File: src/rtl/aes_v3_col_seq_pkg.sv
// Shared definitions for the AES column sequencer: FSM state encoding, GF(2^8)
// arithmetic helpers and the (Inv)MixColumns coefficient words.
package aes_v3_col_seq_pkg;

  typedef enum logic [1:0] {
    StIdle = 2'd0,
    StBusy = 2'd1,
    StDone = 2'd2
  } state_e;

  // Coefficients laid out as result bytes {b3, b2, b1, b0} for one input byte.
  localparam logic [31:0] MixCoefEnc = {8'd3, 8'd1, 8'd1, 8'd2};
  localparam logic [31:0] MixCoefDec = {8'd11, 8'd13, 8'd9, 8'd14};

  // Multiply by x modulo x^8 + x^4 + x^3 + x + 1.
  function automatic logic [7:0] xtime2(input logic [7:0] a);
    return {a[6:0], 1'b0} ^ (a[7] ? 8'h1b : 8'h00);
  endfunction

  // General GF(2^8) product a * n by shift-and-add over the bits of n.
  function automatic logic [7:0] xtime_n(input logic [7:0] a, input logic [7:0] n);
    logic [7:0] p;
    logic [7:0] x;
    p = 8'h00;
    x = a;
    for (int i = 0; i < 8; i++) begin
      if (n[i]) p = p ^ x;
      x = xtime2(x);
    end
    return p;
  endfunction

  // Multiplicative inverse as a^254 (maps 0 to 0, as the S-box requires).
  function automatic logic [7:0] gf_inv(input logic [7:0] a);
    logic [7:0] sq;
    logic [7:0] acc;
    sq  = a;
    acc = 8'h01;
    for (int i = 1; i < 8; i++) begin
      sq  = xtime_n(sq, sq);
      acc = xtime_n(acc, sq);
    end
    return acc;
  endfunction

endpackage

File: src/rtl/aes_sbox.sv
// AES S-box / inverse S-box, purely combinational.
// Ports:
//   inv  in  1  0 = forward S-box, 1 = inverse S-box
//   in   in  8  input byte
//   out  out 8  substituted byte
module aes_sbox
  import aes_v3_col_seq_pkg::*;
(
  input  logic       inv,
  input  logic [7:0] in,
  output logic [7:0] out
);

  function automatic logic [7:0] rotl8(input logic [7:0] b, input int unsigned k);
    return (b << k) | (b >> (8 - k));
  endfunction

  function automatic logic [7:0] fwd_affine(input logic [7:0] b);
    return b ^ rotl8(b, 1) ^ rotl8(b, 2) ^ rotl8(b, 3) ^ rotl8(b, 4) ^ 8'h63;
  endfunction

  function automatic logic [7:0] inv_affine(input logic [7:0] b);
    return rotl8(b, 1) ^ rotl8(b, 3) ^ rotl8(b, 6) ^ 8'h05;
  endfunction

  logic [7:0] pre;
  logic [7:0] post;

  // Forward: affine(inverse(x)); inverse: inverse(affine^-1(x)).
  always_comb begin
    pre  = inv ? inv_affine(in) : in;
    post = gf_inv(pre);
    out  = inv ? post : fwd_affine(post);
  end

endmodule

File: src/rtl/aes_v3_col_seq.sv
// Multi-cycle AES column sequencer. Issues four byte-wise saes.v3 steps
// (bs = 0..3) through one shared byte datapath and XOR-accumulates the
// rotated results onto the rs2 seed.
// Ports:
//   g_clk      in   1   clock, rising edge
//   g_resetn   in   1   asynchronous active-low reset
//   req_valid  in   1   request present
//   req_ready  out  1   high only while idle
//   req_dec    in   1   0 = encrypt, 1 = decrypt
//   req_mix    in   1   0 = S-box only, 1 = (Inv)MixColumns only
//   req_rs1    in   32  input column
//   req_rs2    in   32  accumulator seed
//   rsp_valid  out  1   result valid, held until rsp_ready
//   rsp_ready  in   1   consumer accept
//   rsp_rd     out  32  result, holds its last value outside DONE
module aes_v3_col_seq
  import aes_v3_col_seq_pkg::*;
#(
  parameter bit GATE_IDLE = 1'b1
) (
  input  logic        g_clk,
  input  logic        g_resetn,
  input  logic        req_valid,
  output logic        req_ready,
  input  logic        req_dec,
  input  logic        req_mix,
  input  logic [31:0] req_rs1,
  input  logic [31:0] req_rs2,
  output logic        rsp_valid,
  input  logic        rsp_ready,
  output logic [31:0] rsp_rd
);

  state_e      state_q, state_d;
  logic [1:0]  cnt_q, cnt_d;
  logic [31:0] rs1_q, rs1_d;
  logic [31:0] acc_q, acc_d;
  logic [31:0] rd_q, rd_d;
  logic        dec_q, dec_d;
  logic        mix_q, mix_d;

  logic        busy;
  logic        sbox_inv;
  logic [7:0]  byte_sel;
  logic [7:0]  sbox_in;
  logic [7:0]  sbox_out;
  logic [31:0] coef;
  logic [31:0] r_word;
  logic [31:0] r_rot;

  assign busy     = (state_q == StBusy);
  assign sbox_inv = dec_q && busy;

  always_comb begin
    byte_sel = rs1_q[7:0];
    case (cnt_q)
      2'd0:    byte_sel = rs1_q[7:0];
      2'd1:    byte_sel = rs1_q[15:8];
      2'd2:    byte_sel = rs1_q[23:16];
      default: byte_sel = rs1_q[31:24];
    endcase
  end

  // Quiet the shared byte datapath outside BUSY when gating is enabled.
  assign sbox_in = (GATE_IDLE && !busy) ? 8'h00 : byte_sel;

  aes_sbox u_sbox (
    .inv (sbox_inv),
    .in  (sbox_in),
    .out (sbox_out)
  );

  always_comb begin
    coef   = dec_q ? MixCoefDec : MixCoefEnc;
    r_word = {24'h000000, sbox_out};
    if (mix_q) begin
      for (int k = 0; k < 4; k++) begin
        r_word[8*k +: 8] = xtime_n(sbox_in, coef[8*k +: 8]);
      end
    end
  end

  // rotl(r_word, 8*cnt)
  always_comb begin
    r_rot = r_word;
    case (cnt_q)
      2'd0:    r_rot = r_word;
      2'd1:    r_rot = {r_word[23:0], r_word[31:24]};
      2'd2:    r_rot = {r_word[15:0], r_word[31:16]};
      default: r_rot = {r_word[7:0], r_word[31:8]};
    endcase
  end

  always_comb begin
    state_d   = state_q;
    cnt_d     = cnt_q;
    rs1_d     = rs1_q;
    dec_d     = dec_q;
    mix_d     = mix_q;
    acc_d     = acc_q;
    rd_d      = rd_q;
    req_ready = 1'b0;
    rsp_valid = 1'b0;
    case (state_q)
      StIdle: begin
        req_ready = 1'b1;
        if (req_valid) begin
          state_d = StBusy;
          rs1_d   = req_rs1;
          dec_d   = req_dec;
          mix_d   = req_mix;
          acc_d   = req_rs2;
          cnt_d   = 2'd0;
        end
      end
      StBusy: begin
        acc_d = acc_q ^ r_rot;
        cnt_d = cnt_q + 2'd1;
        if (cnt_q == 2'd3) begin
          state_d = StDone;
          // Separate result register keeps rsp_rd stable across later BUSY phases.
          rd_d    = acc_q ^ r_rot;
        end
      end
      StDone: begin
        rsp_valid = 1'b1;
        if (rsp_ready) state_d = StIdle;
      end
      default: state_d = StIdle;
    endcase
  end

  assign rsp_rd = rd_q;

  always_ff @(posedge g_clk or negedge g_resetn) begin
    if (!g_resetn) begin
      state_q <= StIdle;
      cnt_q   <= 2'd0;
      rs1_q   <= 32'h0;
      dec_q   <= 1'b0;
      mix_q   <= 1'b0;
      acc_q   <= 32'h0;
      rd_q    <= 32'h0;
    end else begin
      state_q <= state_d;
      cnt_q   <= cnt_d;
      rs1_q   <= rs1_d;
      dec_q   <= dec_d;
      mix_q   <= mix_d;
      acc_q   <= acc_d;
      rd_q    <= rd_d;
    end
  end

endmodule

File: config.mk
export PLATFORM = sky130hd
export DESIGN_NAME = aes_v3_col_seq
export DESIGN_NICKNAME = d
export VERILOG_FILES = /design/src/rtl/aes_v3_col_seq_pkg.sv /design/src/rtl/aes_sbox.sv /design/src/rtl/aes_v3_col_seq.sv
export SDC_FILE = /design/constraint.sdc
export NUM_CORES = 1
export LEC_CHECK = 0
export ABC_AREA = 0
export CAP_MARGIN = 20
export CORE_MARGIN = 5
export CORE_UTILIZATION = 50
export CTS_CLUSTER_SIZE = 30
export DETAILED_ROUTE_END_ITERATION = 10
export GPL_TIMING_DRIVEN = 0
export PLACE_DENSITY_LB_ADDON = 0.2
export SYNTH_ARGS = -nofsm -noshare
export SYNTH_HDL_FRONTEND = slang
export SYNTH_SLANG_ARGS = --single-unit
File: constraint.sdc
create_clock -name g_clk -period 20.1 [get_ports g_clk]
set_input_delay 3.015 -clock g_clk [delete_from_list [all_inputs] [get_ports g_clk]]
set_output_delay 3.015 -clock g_clk [all_outputs]
set_load 0.1 [all_outputs]
=== After elaboration in Yosys (flattened, before gate mapping) ===
Cells that the tools add are included.

* Logic and storage cells: 551
* Register bits after elaboration: 102

* $add $sub $neg: 1
* Mux-type cells: 287
* Bitwise logic cells: 240
* Reductions and logical operators: 8
* Eq/ne operators: 8

{| class="wikitable"
|+ Operator list
! operator !! number
|-
| $xor 8x8->8 || 216
|-
| $mux 8 || 168
|-
| $mux 5 || 99
|-
| $pmux 32 s3 || 1
|-
| $mux 32 || 2
|-
| $pmux 32 s2 || 1
|-
| $xor 8x5->8 || 7
|-
| $xor 32x32->32 || 1
|-
| $mux 28 || 1
|-
| $pmux 8 s3 || 1
|-
| $or 8x1->8 || 2
|-
| $or 8x3->8 || 2
|-
| $mux 2 || 5
|-
| $or 8x2->8 || 1
|-
| $or 8x4->8 || 1
|-
| $or 8x6->8 || 1
|-
| $mux 7 || 1
|-
| $not 1->1 const A || 7
|-
| $eq 2x2->1 const B || 3
|-
| $mux 6 || 1
|-
| $pmux 2 s3 || 1
|-
| $reduce_and 2->1 || 3
|-
| $eq 2x1->1 const B || 2
|-
| $logic_not 2->1 || 2
|-
| 12 further kinds || 15
|}

=== Depth between registers and ports, before layout ===
* Depth in word-level cells: 146
* Gate-level depth with buffers: 83
* Depth with buffers taken out: 70

=== Modules after synthesis ===
From an unflattened synthesis, not the netlist that was laid out.

* Cell total of the unflattened synthesis: 2,965
* Area total of the unflattened synthesis: 23,193.5 µm²

{| class="wikitable"
|+ By module, submodules not included
! module !! seq. area each (µm²) !! times used !! cells each !! area an instance (µm²)
|-
| aes_sbox || 0.0 || 1 || 2,125 || 16,313.1
|-
| aes_v3_col_seq || 2,552.4 || 1 || 840 || 6,880.3
|}

=== Worst setup path before layout ===
No wires, ideal clock.

* Path type: register -> register
* Start: register cnt_q[1]
* End: register acc_q[29]
* Period minus slack after synthesis: 18.443 ns
* Path slack: 1.657 ns
* Arrival time: 18.349 ns
* Setup time: 0.094 ns
* Path buffers: 9
* Stages on the path, launching flop included: 74
* Cell sequence: dfrtp_1 > inv_1 > ha_1 > buf_2 > a21oi_1 > a221oi_4 > xnor2_1 > mux2_2 > nor2_4 > inv_2 > buf_2 > ha_1 > clkbuf_1 > inv_1 > a2111oi_0 > xnor2_1 > inv_2 > clkbuf_1 > [... 38 more ...] > xor2_1 > mux2_2 > a22oi_1 > xnor3_1 > xnor3_1 > xor3_1 > a31oi_1 > or4_1 > a32oi_1 > xnor3_1 > xor2_1 > xnor3_1 > xor3_1 > and3_1 > o31a_1 > a221oi_2 > nor3_1 > a211oi_1

* Word-level cells in the longest chain between the ends: 143
* Elaborated cells on any way between the ends: 512
* Those cells by class: eq/ne (2); mux (276); bitwise (233); reduce/logical (1)

{| class="wikitable"
|+ RTL lines
! what !! line !! source
|-
| start: declaration || aes_v3_col_seq.sv:35 || <nowiki>logic [1:0] cnt_q, cnt_d;</nowiki>
|-
| start signal: assignment || aes_v3_col_seq.sv:146 || <nowiki>cnt_q <= cnt_d;</nowiki>
|-
| $eq 2x2->1 (tied with other cells) || aes_v3_col_seq.sv:56, aes_v3_col_seq.sv:86 ||
|-
| $pmux 8 s3 || aes_v3_col_seq.sv:56 || <nowiki>case (cnt_q)</nowiki>
|-
| $mux 8 || aes_v3_col_seq.sv:65 || <nowiki>assign sbox_in = (GATE_IDLE && !busy) ? 8'h00 : byte_sel;</nowiki>
|-
| $or 8x1->8 / $or 8x3->8 (equally long branches) || aes_sbox.sv:15 || <nowiki>return (b << k) | (b >> (8 - k));</nowiki>
|-
| $xor 8x8->8 (2 in a row) || aes_sbox.sv:23 || <nowiki>return rotl8(b, 1) ^ rotl8(b, 3) ^ rotl8(b, 6) ^ 8'h05;</nowiki>
|-
| $not 2->2 (no source line) || n/a ||
|-
| $mux 8 || aes_sbox.sv:31 || <nowiki>pre = inv ? inv_affine(in) : in;</nowiki>
|-
| $mux 8 || aes_v3_col_seq_pkg.sv:27 || <nowiki>if (n[i]) p = p ^ x;</nowiki>
|-
| [... 123 more ...] || n/a ||
|-
| $or 8x1->8 || aes_sbox.sv:15 ||
|-
| $xor 8x8->8 (4 in a row) || aes_sbox.sv:19 || <nowiki>return b ^ rotl8(b, 1) ^ rotl8(b, 2) ^ rotl8(b, 3) ^ rotl8(b, 4) ^ 8'h63;</nowiki>
|-
| $not 4->4 (no source line) || n/a ||
|-
| $mux 8 || aes_sbox.sv:33 || <nowiki>out = inv ? post : fwd_affine(post);</nowiki>
|-
| $mux 32 || aes_v3_col_seq.sv:76 || <nowiki>if (mix_q) begin</nowiki>
|-
| $pmux 32 s3 (*) || aes_v3_col_seq.sv:86 || <nowiki>case (cnt_q)</nowiki>
|-
| $xor 32x32->32 (*) || aes_v3_col_seq.sv:117 || <nowiki>acc_d = acc_q ^ r_rot;</nowiki>
|-
| $pmux 32 s2 (*) || aes_v3_col_seq.sv:104 || <nowiki>case (state_q)</nowiki>
|-
| end signal: assignment || aes_v3_col_seq.sv:142 || <nowiki>acc_q <= 32'h0;</nowiki>
|-
| end signal: assignment || aes_v3_col_seq.sv:150 || <nowiki>acc_q <= acc_d;</nowiki>
|-
| end: declaration || aes_v3_col_seq.sv:37 || <nowiki>logic [31:0] acc_q, acc_d;</nowiki>
|}

Mark *: on every way between the ends. The rest lies on a longest branch, timed or not. The select of a mux whose other input is x is not followed.
A chain may end at the register's enable or synchronous reset.

=== Final worst setup path ===
* Start: register cnt_q[0]
* End: register acc_q[7]

* Word-level cells in the longest chain between the ends: 141
* Elaborated cells on any way between the ends: 509
* Those cells by class: eq/ne (2); mux (274); bitwise (232); reduce/logical (1)

{| class="wikitable"
|+ RTL lines
! what !! line
|-
| $eq 2x2->1 (tied with other cells) || aes_v3_col_seq.sv:56, aes_v3_col_seq.sv:86
|-
| $pmux 8 s3 || aes_v3_col_seq.sv:56
|-
| $mux 8 || aes_v3_col_seq.sv:65
|-
| $or 8x1->8 / $or 8x3->8 (equally long branches) || aes_sbox.sv:15
|-
| $xor 8x8->8 (2 in a row) || aes_sbox.sv:23
|-
| $mux 8 / $not 2->2 (equally long branches) || n/a
|-
| $mux 5 / $mux 8 (equally long branches) || aes_v3_col_seq_pkg.sv:17, aes_sbox.sv:31
|-
| $xor 8x8->8 / $mux 8 (equally long branches) || aes_v3_col_seq_pkg.sv:17, aes_v3_col_seq_pkg.sv:27
|-
| [... 121 more ...] || n/a
|-
| $mux 8 || aes_v3_col_seq_pkg.sv:27
|-
| $or 8x1->8 || aes_sbox.sv:15
|-
| $xor 8x8->8 (4 in a row) || aes_sbox.sv:19
|-
| $mux 8 || aes_sbox.sv:33
|-
| $mux 32 || aes_v3_col_seq.sv:76
|-
| $pmux 32 s3 (*) || aes_v3_col_seq.sv:86
|-
| $xor 32x32->32 (*) || aes_v3_col_seq.sv:117
|-
| $pmux 32 s2 (*) || aes_v3_col_seq.sv:104
|}

Marks and branches as above.

==> reports/metrics.yaml <==
route:
  drt_iter0_drc: 2912
  drc: 0
  vias: 23756
  drt_first_pass_iters: 6
  finalWirelength_um: 80000
  ant_nets: 0
  vias_per_cell: 6.30
  wl_per_cell_um: 21.2
clock_network:
  cts_hold_buffers: 0
  cts_tree: "yes"
  clkTransAtPathRegs_ns: 0.07
  cts.path.max_buffers: 2
  cts.sink_count: 102
  htreeDepth: 3
  insertion_delay_ns: 0.36
  cts_buffers: 9
  clockRootBuffer: "clkbuf_16"
yosys:
  yosysSeqAreaShare_pct: 11.4
  synth-xor-area-share_pct: 34.1
  postSynthAreaPerCell_um2: 7.39
  synth_top_family_by_area: "XOR/XNOR gates"
  synth_area_mm2: 0.0224
  syn-num-nets: 3114
  synth_compound_area_share_pct: 23.1
  synthArstFlopShare_pct: 100
  synthAdderAreaFrac_pct: 0.614
  synth-main-ff-cell: "dfrtp_1"
  synth_seq_cells: 102
  yosys_warnings: 0
  synth-simple-area-share_pct: 22.7
  synth_cells: 3033
  synth-edff-count: 0
  synthMuxAreaShare_pct: 3.65
  yosysUniqueCellTypes: 106
timing:
  slew_viol_final: 0
  timing.slew.headroom_pct: 26.3
  max_freq_mhz: 51.5
  setup_viol: 0
  tns_ns: 0
  fin_ws_ns: 0.686
  period_share_pct: 96.6
  final.setup_skew_ns: 0.0130
  period_needed_ns: 19.41
  hold_violations: 0
  worstMarginPinSlew_ns: 1.10
final_layout:
  num_antenna_cells: 0
  syn2layout_area_growth_pct: 13.5
  final_core_util_pct: 57.4
  layout_common_cells: "nand2_1, nor2_1, xnor2_1"
  layout.cells.non_filler: 3769
  drive_above_1_share_pct: 9.16
  nFillCells: 4260
  final_common_cell: "nand2_1"
  nNetsFinal: 3254
worst_setup_path:
  slowest_stage: "xnor3_2"
  critPathMaxStageDelay_ns: 0.55
  cp_num_buf_inv: 14
  worstPathMaxFanout: 10
  setup.worst_path.start_class: "flip-flop"
  cp-end-kind: "flip-flop"
  cp_data_required_time_ns: 20.32
  crit_family: "XOR/XNOR gates"
  crit_arrival_ns: 19.64
  path_common_cell: "xnor2_1"
  critical_path_class: "flip-flop to flip-flop"
global_route:
  grt_max_degree: 65
  antenna_found_initial: 0
  grt_usage_pct: 30.5
  globalRoute.totalOverflow: 0
  grt_pass1_wl_um: 125000
  grt_pass1_vias: 22317
floorplan:
  die_x_um: 222
  die_area_mm2: 0.0492
  fp-row-count: 77
  io_pins: 104
  start_util_pct: 50.6
  die_h_um: 222
  core_area_mm2: 0.0443
run:
  cap_violations: 0
placement:
  portBuffers: 103
  dp_slack_ns: -3.62
  gp_congestion: 0.998
  hpwl_um: 60700
  dp_cells: 3730
worst_hold_path:
  hold_path.class: "flip-flop to flip-flop"
status:
  status: "complete, no violations"
[worst register-to-register path: cells and delay by family (launching register included)]
family	cells	cell delay, ns
XOR/XNOR	23	7.28
AO/OA/AOI/OAI	18	4.62
multiplexers	2	0.63
buffers and inverters	14	2.92
flip-flops	1	0.41
adder cells (fa/ha/maj)	4	1.15
AND/OR/NAND/NOR	14	2.29
[stage by stage]
step | cell area (um^2) | hold WS, ns
after detailed placement | 24200 | 0.465
final | 25400 | 0.484
after global placement | 24200 | 0.459
after CTS | 24900 | 0.484
after global routing | 25400 | 0.509
after floorplan | 22400 | 0.445
[state kept, by name, indices dropped and copies added (netlist names)]
name / cells
acc_q: 32
rs1_q: 32
rsp_rd: 32
cnt_q: 2
state_q: 2
dec_q: 1
mix_q: 1
[repair_timing]
item	in CTS	in global routing
pin swaps	11	17
endpoints found under the setup margin	49	49
buffers inserted	7	18
resized for setup	60	85
[per-layer routing]
metal	wire length [um]	global-route usage (%)	vias to the layer above	part of all wire [%]
li1	-	-	11003	-
met1	35700	44.4	11460	45
met2	36600	48.8	1153	46
met3	6060	3.22	140	7.6
met4	1740	7.20	0	2.2
met5	0	0	-	0
[cell families (layout without fill, tap and decap cells)]
kind of cell,count (synthesis),count (layout)
and+or+nand+nor,1165,1165
AOI/OAI and AO/OA,753,753
xor gates and xnor gates,671,671
buffers and inverters,252,396
DFF,102,102
muxes,79,79
adders and majority gates,11,11
[final timing paths]
path	end	slack (ns)	depth (start not counted)	from
worst min register to register	rs1_q[3]$_DFFE_PN0P_	0.48	2	rs1_q[3]$_DFFE_PN0P_
worst max register to register	acc_q[7]$_DFFE_PN0P_	0.69	75	cnt_q[0]$_DFFE_PN0P_
min in group asynchronous	rsp_rd[26]$_DFFE_PN0P_	2.64	1	g_resetn
worst max-delay path	acc_q[7]$_DFFE_PN0P_	0.69	75	cnt_q[0]$_DFFE_PN0P_
max in group asynchronous	rs1_q[27]$_DFFE_PN0P_	16.75	2	g_resetn
worst min-delay path	rs1_q[3]$_DFFE_PN0P_	0.48	2	rs1_q[3]$_DFFE_PN0P_
[final cells by class]
cell class	instances	area, um^2	share of cell area (%)
multi-input cells	2679	19500	76.8
clock buffers	11	243	0.954
plain buffers	208	888	3.49
well taps	592	741	2.91
inverters	42	164	0.644
flip-flops and latches	102	2550	10.0
clock inverters	4	56.3	0.221
repair buffers	131	1260	4.95
[cells in the mapped netlist (all sizes together) (37+ instances only)]
library cell	instances	area (um^2)
clkbuf	141	529
mux2i	63	634
buf	69	328
nand2	430	1620
nand3	87	435
nor2	390	1470
o21ai	173	877
xnor2	446	4190
o22ai	44	282
a21oi	158	798
xnor3	86	1960
nor3	83	415
inv	37	139
a211oi	40	318
xor2	127	1210
dfrtp	102	2550
Power is left out: the tool's default activity adds up to more than one toggle a clock period on the data nets, which glitch-free logic cannot reach.
